**src/rtl/vr_upsizer.sv**
```systemverilog
// vr_upsizer: packs RATIO narrow valid/ready beats into one wide word,
// flushing a partial word on i_last with contiguous per-lane keep bits.
module vr_upsizer #(
    parameter int IN_WIDTH = 8,
    parameter int RATIO    = 4
) (
    input  logic                      clk,
    input  logic                      rst_n,
    input  logic                      i_vld,
    output logic                      o_rdy,
    input  logic [IN_WIDTH-1:0]       i_data,
    input  logic                      i_last,
    output logic                      o_vld,
    input  logic                      i_rdy,
    output logic [IN_WIDTH*RATIO-1:0] o_data,
    output logic [RATIO-1:0]          o_keep,
    output logic                      o_last
);
    localparam int CW = $clog2(RATIO);

    logic [CW-1:0]                  cnt_q;
    logic [RATIO-2:0][IN_WIDTH-1:0] acc_q;
    logic [RATIO-2:0]               mask_q;
    logic [RATIO-1:0][IN_WIDTH-1:0] word_d;
    logic [RATIO-1:0]               keep_d;
    logic [IN_WIDTH*RATIO-1:0]      data_q;
    logic [RATIO-1:0]               keep_q;
    logic                           last_q;
    logic                           vld_q;
    logic                           acc_en;
    logic                           done;

    assign o_rdy  = !vld_q || i_rdy;
    assign acc_en = i_vld && o_rdy;
    assign done   = acc_en && (i_last || cnt_q == CW'(RATIO - 1));
    assign o_vld  = vld_q;
    assign o_data = data_q;
    assign o_keep = keep_q;
    assign o_last = last_q;

    // The mask gates stale accumulator lanes so unfilled lanes leave as zero.
    for (genvar k = 0; k < RATIO; k++) begin : g_lane
        if (k < RATIO - 1) begin : g_acc
            assign word_d[k] = (cnt_q == CW'(k)) ? i_data : mask_q[k] ? acc_q[k] : '0;
        end else begin : g_top
            assign word_d[k] = (cnt_q == CW'(k)) ? i_data : '0;
        end
        assign keep_d[k] = CW'(k) <= cnt_q;
    end

    always_ff @(posedge clk or negedge rst_n) begin
        if (!rst_n) begin
            cnt_q  <= '0;
            acc_q  <= '0;
            mask_q <= '0;
            data_q <= '0;
            keep_q <= '0;
            last_q <= 1'b0;
            vld_q  <= 1'b0;
        end else begin
            if (done) begin
                cnt_q  <= '0;
                mask_q <= '0;
                data_q <= word_d;
                keep_q <= keep_d;
                last_q <= i_last;
                vld_q  <= 1'b1;
            end else begin
                if (acc_en) begin
                    cnt_q          <= cnt_q + 1'b1;
                    acc_q[cnt_q]  <= i_data;
                    mask_q[cnt_q] <= 1'b1;
                end
                if (i_rdy) vld_q <= 1'b0;
            end
        end
    end
endmodule

```
**config.mk**
```make
export PLATFORM = sky130hd
export DESIGN_NAME = vr_upsizer
export DESIGN_NICKNAME = d
export VERILOG_FILES = /design/src/rtl/vr_upsizer.sv
export SDC_FILE = /design/constraint.sdc
export NUM_CORES = 1
export LEC_CHECK = 0
export BUFFER_PORTS_ARGS = -buffer_cell sky130_fd_sc_hd__buf_2
export CELL_PAD_IN_SITES_DETAIL_PLACEMENT = 1
export CELL_PAD_IN_SITES_GLOBAL_PLACEMENT = 1
export CORE_MARGIN = 5
export CORE_UTILIZATION = 45
export DETAILED_ROUTE_END_ITERATION = 10
export PLACE_DENSITY = 0.75
export SYNTH_ARGS = -nofsm -noshare
export SYNTH_HDL_FRONTEND = slang
export SYNTH_SLANG_ARGS = --single-unit
```
**constraint.sdc**
```tcl
create_clock -name clk -period 1.8 [get_ports clk]
set_input_delay 0.18 -clock clk [delete_from_list [all_inputs] [get_ports clk]]
set_output_delay 0.18 -clock clk [all_outputs]
set_load 0.02 [all_outputs]
```
==> metrics.md <==
| Metric | Value |
|---|---|
| Vias per cell | 5.46 |
| Slowest library cell on the worst path | dfrtp_1 |
| Synth top area cells | dfrtp_1 (57%), mux2_2 (18%), a22o_1 (8.7%) |
| Cell family with most CP delay | flip-flops |
| Area of the multi-input gates | around 1100 µm² |
| Number of global-route vias before repair | 2088 |
| CTS tree | built |
| CP Class | flip-flop to flip-flop |
| Critical path fanouts, max | 23 |
| Row count | 29 |
| Storage element area | 1680 µm² |
| Routed vias | 1899 |
| Drt pass-1 iters | 4 |
| Part of the power in the clock network | approximately 23% |
| Slew at the pin closest to its max-slew limit | about 0.42 ns |
| Post-Route Utilization | 55.0% |
| GRT Util Overall | 16.8% |
| Hold depth | 2 |
| Required time of the critical path | roughly 2 ns |
| Critical-path cell list | ha_1, nor2_4, nand3b_4, buf_12, mux2_2 |
| CTS root buf | clkbuf_8 |
| HP Class | primary input to flip-flop |
| Commonest cells post-synth | dfrtp_1 (67), mux2_2 (48), a22o_1 (29) |
| Initial DRC count | 77 |
| Combinational share of power | approximately a third |
| Share of cells above drive strength 1 | roughly 47% |
| # diodes | 0 |
| Antenna viol nets, final | 0 |
| Avg WL per Cell | 18.2 µm |
| Max Clock Skew | 0.0108 ns |
| Area Growth Syn to Fin | 19.5% |
| Sequential Power Share | 44.1% |
| Fin crit share | 93.6% |
| CTS Buf Count | 9 |
| R2r startpoint | cnt_q[0] |
| Slowest stage delay, CP | 0.41 ns |
| Power, Total | 0.00538 W |
| Number of top-level pins | 52 |
| Fin nets | roughly 280 |
| Post-DP HPWL | about 4.4 mm |
| Critical Path AT | ~1.9 ns |
| Largest net degree at the start of global routing | just under 70 |
| Number of synthesized flops with an enable pin | 0 |
| NetSw | 0.00178 W |
| Status | finished clean |
| Die W | between 90 and 100 µm |
| DRC Markers | 0 |
| Final setup viols | 0 |
| Setup WS pre-CTS | around 0.15 ns |
| Async SR Flop Fraction | 100% |
| Final WS setup | 0.116 ns |
| H-Tree Depth | 3 |
| Fin crit period | 1.68 ns |
| Die Ht | between 90 and 100 µm |
| Switching Share | 33.0% |
| First-pass GRT wire length | ~11 mm |
| Cells after synthesis | 203 |
| CTS sink cnt | 67 |
| R2R setup slack | 0.12 ns |
| Setup TNS | 0 ns |
| Internal power | around 0.0036 W |
| Peak VDD IR | 827 µV |
| Layout fillers | between 600 and 700 |
| I/O Buffers | 51 |
| Library cells used by synthesis | 27 |
| Max-cap viol count | 0 |
| Clk pin slew, worst setup/hold paths | 0.07 ns |
| Top-count cell post-synth | dfrtp_1 |
| Launching element type of the critical path | flip-flop |
| Insertion delay to the later sink of the worst-skew pair | 0.35 ns |
| Clock buffer depth | 2 |
| Dominant synthesized flop cell | dfrtp_1 |
| Worst r2r dst | o_data[7] |
| Final Wtd Congestion | 0.720 |
| Post-synth top area share | between 50% and 60% |
| Syn_nets | 221 |
| Post-synth top area cell | dfrtp_1 |
| Post-CTS setup buffer count | 0 |
| Final hold vios | 0 |
| Crit path depth | 5 |
| PwrDens | 1540 nW/µm² |
| Leak | roughly 1.8 nW |
| Worst Reg-to-Reg Cells | 5 |
| Initial Util | 46.0% |
| Seq cells post-synth | 67 |
| Worst Hold End | o_data[26] |
| Die area | 8210 µm² |
| Fmax | 594 MHz |
| RSZ-0062 raised after global routing | false |
| Congestion Overflow GR | 0 |
| Detailed Route WL | 6.35 mm |
| Mean Syn Cell Area | between 10 and 15 µm² |
| Worst Setup End Kind | flip-flop |
| Initial antenna violation count | 0 |
| Slew Limit Headroom | 71.8% |
| Post-Syn Area | 2920 µm² |
| Seq/Total Area, Yosys | 57.3% |
| Buf/Inv on CP | 1 |
| Final Max Tran Viols | 0 |
| Hold Startpoint | i_data[2] |
| Yosys warns | 0 |
| Core area | 6350 µm² |
| Min Hold Slack | 0.166 ns |
[per-stage QoR]
step           std cells  cell area [µm²]
3_3_place_gp         331             3300
4_1_cts              348             3490
2_1_floorplan        203             2920
5_1_grt              348             3490
3_5_place_dp         331             3300
6_report             348             3490
[power groups by stage]
| stage | clock [W] | sequential (W) | combinational [W] |
|---|---|---|---|
| after floorplan | 0 | 0.00267 | 0.000894 |
| after global placement | 0 | 0.00237 | 0.00176 |
| after CTS | 0.00126 | 0.00238 | 0.00182 |
| after detailed placement | 0 | 0.00240 | 0.00181 |
| after global routing | 0.00133 | 0.00244 | 0.00196 |
| final | 0.00122 | 0.00237 | 0.00179 |
[logic make-up after synthesis]
| kind of cell | count (synthesis) | share of synthesized area, % |
|---|---|---|
| buffers and inverters | 16 | 3.64 |
| AND/OR/NAND/NOR | 26 | 6.97 |
| flip-flops | 67 | 57.3 |
| adder cells (fa/ha/maj) | 5 | 2.14 |
| AO/OA/AOI/OAI | 39 | 10.7 |
| multiplexers | 50 | 19.2 |
[how the worst max path moves through the flow]
stage | start | endpoint | slack, ns
2_1_floorplan | cnt_q[0] | o_data[0] | 0.22
3_3_place_gp | cnt_q[0] | o_data[22] | 0.19
3_5_place_dp | cnt_q[0] | o_data[7] | 0.15
4_1_cts | cnt_q[1] | o_data[7] | 0.12
5_1_grt | cnt_q[0] | o_data[7] | 0.04
6_report | cnt_q[0] | o_data[7] | 0.12
[flip-flops by register name, indices dropped and copies added (netlist names)]
signal and count:
acc_q 24, cnt_q 2, mask_q 3, o_data 32, o_keep 4, o_last 1
o_vld 1
[area by class of cell]
| cell class | count | area share (%) |
|---|---|---|
| clock inverters | 2 | 1.00 |
| inverters | 5 | 0.537 |
| flip-flops and latches | 67 | 48.0 |
| clock buffers | 14 | 4.37 |
| multi-input cells | 120 | 32.7 |
| well taps | 77 | 2.76 |
| repair buffers | 63 | 10.7 |
[timing repair]
action / CTS / global route
hold endpoints to repair: 67 / 0
gates resized for setup: 0 / 0
hold buffers: 1 / 0
[metal layers]
layer,wire (µm),track usage (%),share of wire (%),vias up
met3,240,5.67,3.8,7
met4,54,5.21,0.85,0
met2,3150,26.0,50,32
met5,0,0,0,-
met1,2900,22.2,46,988
li1,-,-,-,872
[placed cells by master, fill, tap and decap left out]
cell            n
dfrtp_1        67
buf_2          51
mux2_2         48
a22o_1         29
clkbuf_8       10
buf_4           9
nand2_1         7
o21ai_0         6
inv_1           5
ha_1            5
and3_1          4
clkbuf_1        4
o21a_1          3
nor2b_1         3
nand4_1         2
nand4_4         2
mux2i_1         2
buf_12          2
nand2b_4        1
and2_1          1
nor2_4          1
nand4_2         1
nand3b_4        1
nand3_1         1
a21o_1          1
nor2_1          1
nand2b_1        1
bufinv_16       1
clkinv_2        1
dlygate4sd3_1   1
No activity file was read; power rests on OpenSTA's default activity.
